==> config.mk <==
export PLATFORM = sky130hd
export DESIGN_NAME = uart_transmissor
export DESIGN_NICKNAME = d
export VERILOG_FILES = /design/src/rtl/uart_transmissor.sv
export SDC_FILE = /design/constraint.sdc
export NUM_CORES = 1
export LEC_CHECK = 0
export BUFFER_PORTS_ARGS = -buffer_cell sky130_fd_sc_hd__buf_4
export CORE_UTILIZATION = 50
export CTS_BUF_LIST = sky130_fd_sc_hd__clkbuf_4 sky130_fd_sc_hd__clkbuf_8
export DETAILED_ROUTE_END_ITERATION = 8
export PLACE_DENSITY_LB_ADDON = 0.2
export SLEW_MARGIN = 20
export SYNTH_ARGS = -nofsm -noshare
export SYNTH_HDL_FRONTEND = slang
export SYNTH_SLANG_ARGS = --single-unit
==> constraint.sdc <==
create_clock -name clock -period 1.9 [get_ports clock]
set_input_delay 0.38 -clock clock [delete_from_list [all_inputs] [get_ports clock]]
set_output_delay 0.38 -clock clock [all_outputs]
set_load 0.03 [all_outputs]
==> src/rtl/uart_transmissor.sv <==
// rtl/uart_transmissor.sv - 8N1 UART transmitter, LSB first, registered tx line
// Define UART_TX_PARITY_EN to insert an even-parity bit between the data bits and the stop bit.
`timescale 1ns/1ps
module uart_transmissor #(
    parameter int CLOCK_FREQ   = 50_000_000,
    parameter int BAUD_RATE    = 115200,
    parameter int CLKS_PER_BIT = CLOCK_FREQ / BAUD_RATE
) (
    input  logic       clock,
    input  logic       reset,
    input  logic       iniciar_envio,
    input  logic [7:0] dado_entrada,
    output logic       tx,
    output logic       uart_ocupado,
    output logic       envio_concluido
);
    localparam int CNT_W = (CLKS_PER_BIT > 1) ? $clog2(CLKS_PER_BIT) : 1;
    localparam logic [CNT_W-1:0] CNT_LAST = CNT_W'(CLKS_PER_BIT - 1);

    generate
        if (CLKS_PER_BIT < 2) begin : g_bad_clks_per_bit
            $error("uart_transmissor: CLKS_PER_BIT must be >= 2");
        end
    endgenerate

`ifdef UART_TX_PARITY_EN
    typedef enum logic [2:0] {S_IDLE, S_START, S_DATA, S_PARITY, S_STOP} state_t;
`else
    typedef enum logic [1:0] {S_IDLE, S_START, S_DATA, S_STOP} state_t;
`endif

    state_t           state_q;
    logic [CNT_W-1:0] cnt_q;
    logic [7:0]       shift_q;
    logic [2:0]       idx_q;
    logic             tx_q;
    logic             busy_q;
    logic             done_q;
`ifdef UART_TX_PARITY_EN
    logic             parity_q;
`endif

    logic bit_end;
    assign bit_end = (cnt_q == CNT_LAST);

    // tx_q always carries the level of the bit being entered, so the line changes
    // on the same edge as the state and never passes through combinational logic.
    always_ff @(posedge clock) begin
        if (reset) begin
            state_q  <= S_IDLE;
            cnt_q    <= '0;
            shift_q  <= '0;
            idx_q    <= '0;
            tx_q     <= 1'b1;
            busy_q   <= 1'b0;
            done_q   <= 1'b0;
`ifdef UART_TX_PARITY_EN
            parity_q <= 1'b0;
`endif
        end else begin
            done_q <= 1'b0;
            if (state_q != S_IDLE) begin
                cnt_q <= bit_end ? '0 : cnt_q + 1'b1;
            end
            case (state_q)
                S_IDLE: begin
                    cnt_q <= '0;
                    tx_q  <= 1'b1;
                    if (iniciar_envio) begin
                        shift_q  <= dado_entrada;
                        idx_q    <= 3'd0;
                        tx_q     <= 1'b0;
                        busy_q   <= 1'b1;
                        state_q  <= S_START;
`ifdef UART_TX_PARITY_EN
                        parity_q <= ^dado_entrada;
`endif
                    end
                end
                S_START: begin
                    if (bit_end) begin
                        tx_q    <= shift_q[0];
                        state_q <= S_DATA;
                    end
                end
                S_DATA: begin
                    if (bit_end) begin
                        shift_q <= shift_q >> 1;
                        idx_q   <= idx_q + 3'd1;
                        if (idx_q == 3'd7) begin
`ifdef UART_TX_PARITY_EN
                            tx_q    <= parity_q;
                            state_q <= S_PARITY;
`else
                            tx_q    <= 1'b1;
                            state_q <= S_STOP;
`endif
                        end else begin
                            tx_q <= shift_q[1];
                        end
                    end
                end
`ifdef UART_TX_PARITY_EN
                S_PARITY: begin
                    if (bit_end) begin
                        tx_q    <= 1'b1;
                        state_q <= S_STOP;
                    end
                end
`endif
                S_STOP: begin
                    if (bit_end) begin
                        busy_q  <= 1'b0;
                        done_q  <= 1'b1;
                        state_q <= S_IDLE;
                    end
                end
                default: begin
                    tx_q    <= 1'b1;
                    busy_q  <= 1'b0;
                    state_q <= S_IDLE;
                end
            endcase
        end
    end

    assign tx              = tx_q;
    assign uart_ocupado    = busy_q;
    assign envio_concluido = done_q;

endmodule

== After elaboration in Yosys (flattened, before gate mapping) ==
Index checks and enable logic that the tools add are counted.
Storage, ports and cells
  register bits: 25
  output and inout port bits: 3
  logic and storage cells: 53
Cells by class
  add/sub/neg operators: 2
  equal/unequal tests: 10
  muxes and demuxes: 22
  bitwise gates (word level): 1
  reductions and logical operators: 11
Operator list (number)
  2-to-1 mux 8 bit: 2
  one-hot mux 8 bit (2 select lines): 1
  2-to-1 mux 2 bit: 5
  inequality test 2 bit (second input constant): 5
  adder 9 x 1 -> 9 bit (second input constant): 1
  == test 9 bit (second input constant): 1
  2-to-1 mux 9 bit: 1
  AND reduction 3 bit: 3
  one-hot mux 2 bit (4 select lines): 1
  2-to-1 mux 1 bit: 7
  2-to-1 mux 3 bit: 2
  one-hot mux 3 bit (2 select lines): 1
  nonzero test 2 bit: 3
  AND reduction 5 bit: 1
  == test 2 bit (second input constant): 2
  OR reduction 2 bit: 2
  adder 3 x 1 -> 3 bit (second input constant): 1
  == test 3 bit (second input constant): 1
  one-hot mux 1 bit (3 select lines): 1
  nonzero test 3 bit: 1
  == test 2 x 1 -> 1 bit (second input constant): 1
  zero test 2 bit: 1
  one-hot mux 1 bit (2 select lines): 1
  NOT 1 bit: 1

== Depth between registers and ports, before layout ==
  word-level depth: 4
  depth in mapped cells: 8

== Worst setup path after synthesis ==
Ideal clock, no wire load.
  kind: register to register
  start point: register state_q[0]
  end point: register shift_q[1]
  setup time: 0.119 ns
  arrival time: 1.481 ns
  setup slack: 0.301 ns
  cell stages (with the launch flop): 7
  clock period less this slack: 1.599 ns
  cell sequence: dfxtp_1 -> inv_1 -> ha_1 -> buf_2 -> nand3b_1 -> nand2_1 -> o221a_2
Between the ends
  longest elaborated chain between the ends: 3
RTL lines
  start, declared: RTL line 32  | state_t state_q;
  start signal, assigned: RTL line 50  | state_q <= S_IDLE;
  start signal, assigned: RTL line 74  | state_q <= S_START;
  start signal, assigned: RTL line 83  | state_q <= S_DATA;
  == test 2 bit or zero test 2 bit (tied branches): RTL line 65  | case (state_q)
  inequality test 2 bit (no source line) or nonzero test 2 bit (tied branches)
  AND reduction 3 bit (no source line)
  end signal, assigned: RTL line 70  | shift_q <= dado_entrada;
  end signal, assigned: RTL line 88  | shift_q <= shift_q >> 1;
  end, declared: RTL line 34  | logic [7:0] shift_q;
Parallel ways exist; a longest one is shown, timed or not.
A chain may end at the register's enable or synchronous reset.

== Final worst setup path ==
  start point: register state_q[0]
  end point: register state_q[0]
Between the ends
  longest elaborated chain between the ends: 3
RTL lines (RTL line)
  == test 2 bit (tied with other cells): 65
  inequality test 2 bit (no source line)
  AND reduction 5 bit (no source line)
Parallel ways exist; a longest one is shown, timed or not.

==> flow_metrics.py <==
metrics = {
    "timing": {
        "fin_crit_ns": 1.745,
        "worst_slew_pin_slew_ns": 0.3147,
        "fmax_mhz": 572.9,
        "maxSlewHeadroom_pct": 78.97,
        "setup_ws_ns": 0.1546,
        "final-hold-violation-count": 0,
        "setup-violations-final": 0,
        "slew_violations": 0,
        "rsz0062_at_grt": "no",
        "hold_slack_ns": 0.3173,
        "skew_ns": 0.02142,
        "finalCritPeriodShare_pct": 91.86,
        "tns_ns": 0,
    },
    "clock_network": {
        "cts.sinks": 25,
        "post_cts_buffers": 0,
        "ctsLongestPathBuffers": 2,
        "htree_levels": 1,
        "ctsResizeCount": 0,
        "path_clk_slew_ns": 0.16,
        "cts-root-buf": "clkbuf_4",
        "cts-hold-fix-buffers": 0,
        "clk_latency_ns": 0.34,
        "cts_tree": "yes",
        "cts_buffers": 3,
    },
    "synthesis": {
        "synth.yosys.warnings": 0,
        "post-synth-top-count-cell": "nor2_1",
        "syn_area_mm2": 0.001240,
        "synth_enable_flop_cells": 0,
        "ys.flop_type": "dfxtp_1",
        "synthDistinctLibCells": 33,
        "synthCells": 139,
        "synthTopCellsByArea": "dfxtp_1, ha_1, nor2_1, o221a_2, xnor2_1",
        "synth_fa_ha_area_share_pct": 9.082,
        "synth-simple-area-share_pct": 25.33,
        "seq_area_frac_synth_pct": 40.36,
        "syn_nets": 159,
        "synth_top_family_by_area": "simple AND/OR/NAND/NOR gates",
        "async_flop_share_pct": 0,
        "avgSynthCellArea_um2": 8.920,
        "ys_ff_latch": 25,
        "ys_top_cells_by_count": "nor2_1, dfxtp_1, ha_1, nand2_1",
        "synth-compound-area-share_pct": 14.73,
        "synth_xor_area_share_pct": 4.945,
        "synth_area_leader_cell": "dfxtp_1",
        "synth_mux_area_share_pct": 1.615,
        "yosysTopAreaCellShare_pct": 40.36,
    },
    "global_route": {
        "grt_usage_pct": 20.30,
        "grt_pass1_vias": 898,
        "antenna_found_initial": 0,
        "grt_remaining_overflow": 0,
        "grt_max_degree": 20,
        "grt_first_pass_wirelength_um": 3995,
    },
    "critical_path": {
        "critPathArrivalTime_ns": 1.98,
        "rr_startpoint": "state_q[0]",
        "critPathMaxFanout": 7,
        "crit_buf_inv": 1,
        "crit_path_start_kind": "flop",
        "cp_cell_sequence": "inv_1 > ha_1 > nor2_1 > nand2_1 > a2111o_1 > o211a_1",
        "reg2reg_setup_slack_ns": 0.15,
        "reg2reg_to": "state_q[0]",
        "crit_family": "compound AO/OA/AOI/OAI gates",
        "critPathLaunch": "state_q[0]",
        "r2r_cells": 6,
        "cpPeakStageDelay_ns": 0.42,
        "cp-end-kind": "flop",
        "critPathKind": "reg -> reg",
        "required_ns": 2.14,
        "slowest_stage": "dfxtp_1",
    },
    "final_layout": {
        "final_util_pct": 61.30,
        "fin_cells": 181,
        "antenna_cells": 0,
        "design_area_mm2": 0.001395,
        "layout.nets": 174,
        "drive_gt1_share_pct": 19.61,
        "fillers": 209,
        "area_growth_pct": 12.51,
    },
    "routing": {
        "viasPerCell": 5.331,
        "wire_per_inst_um": 12.82,
        "ant_nets": 0,
        "drc": 0,
        "drt_iter0_drc": 13,
        "vias": 965,
        "drt-total-wl_um": 2320,
        "drt_pass1_iterations": 4,
    },
    "die": {
        "rows": 17,
        "initial_utilization_pct": 54.48,
        "coreArea_mm2": 0.002276,
        "die_y_um": 51.80,
        "io_pins": 14,
        "die_x_um": 51.80,
        "dieArea_mm2": 0.002683,
    },
    "min_path": {
        "min_to": "idx_q[0]",
        "hp-class": "in -> reg",
        "worstHoldStart": "reset",
        "whs_path_depth": 2,
    },
    "pwr": {
        "p_total_mw": 1.423,
        "p_leak_nw": 0.5706,
        "p_per_area_mw_per_mm2": 1020,
        "ir_worst_vdd_mv": 0.7655,
    },
    "place": {
        "post-dp-hpwl_um": 1700,
        "place_congestion": 0.7720,
        "io_buffer_count": 13,
        "dp_slack_ns": 0.1984,
        "placed_area_mm2": 0.001365,
        "dp.cells": 177,
    },
    "run_status": {
        "status": "finished clean",
    },
    "run": {
        "cap_violations": 0,
    },
}
[how the worst max path moves through the flow]
stage | end | slack, ns | cells past startpoint
4_1_cts | state_q[0] | 0.16 | 6
3_5_place_dp | state_q[0] | 0.20 | 6
2_1_floorplan | shift_q[1] | 0.30 | 6
5_1_grt | state_q[0] | 0.05 | 6
3_3_place_gp | state_q[0] | 0.28 | 6
6_report | state_q[0] | 0.15 | 6
[cell families after synthesis]
family          after synthesis
xor+xnor                      7
mux                           2
simple gates                 62
compound gates               22
flops                        25
buf+inv                      12
fa+ha+maj                     9
[final cells by class]
| type | instances | area [um^2] | share of cell area [%] |
|---|---|---|---|
| Multi-Input combinational cell | 102 | 690.7 | 49.51 |
| Sequential cell | 25 | 500.5 | 35.87 |
| Timing Repair Buffer | 15 | 112.6 | 8.072 |
| Tap cell | 28 | 35.03 | 2.511 |
| Inverter | 7 | 26.28 | 1.883 |
| Clock buffer | 3 | 22.52 | 1.614 |
| Clock inverter | 1 | 7.507 | 0.5381 |
[layer usage]
metal | up-vias | GRT usage [%] | wire length [um] | part of all wire, %
met2 | 23 | 33.98 | 1003 | 43
met5 | - | 0 | 0 | 0
met1 | 429 | 25.14 | 1177 | 51
met4 | 0 | 5.405 | 24 | 1.0
met3 | 4 | 6.140 | 114 | 4.9
li1 | 509 | - | - | -
[cells in the final DEF, fill, tap and decap left out, drive strengths merged, types with 2 or more instances in the layout]
master  Yosys  layout
a21oi       5       5
buf         3      15
clkbuf      2       3
dfxtp      25      25
ha          9       9
inv         7       7
mux2i       2       2
nand2       9       9
nand2b      4       4
nand3       6       6
nand4       2       2
nor2       28      28
nor2b       3       3
nor3        3       3
o21ai       4       4
o221a       7       7
or3b        2       2
xnor2       5       5
xor2        2       2
[sequential cells by signal, indices dropped and copies added, names as in the netlist]
name and flops:
state_q 2, uart_ocupado 1, shift_q 8, tx 1
idx_q 3, cnt_q 9, envio_concluido 1
[power by group]
group / switching [mW] / internal (mW) / leakage (nW) / total, mW
logic: 0.257 / 0.208 / 0.352 / 0.465
registers: 0.0773 / 0.624 / 0.204 / 0.701
clock network: 0.176 / 0.0809 / 0.0139 / 0.257
Power figures use the tool's default switching activity.
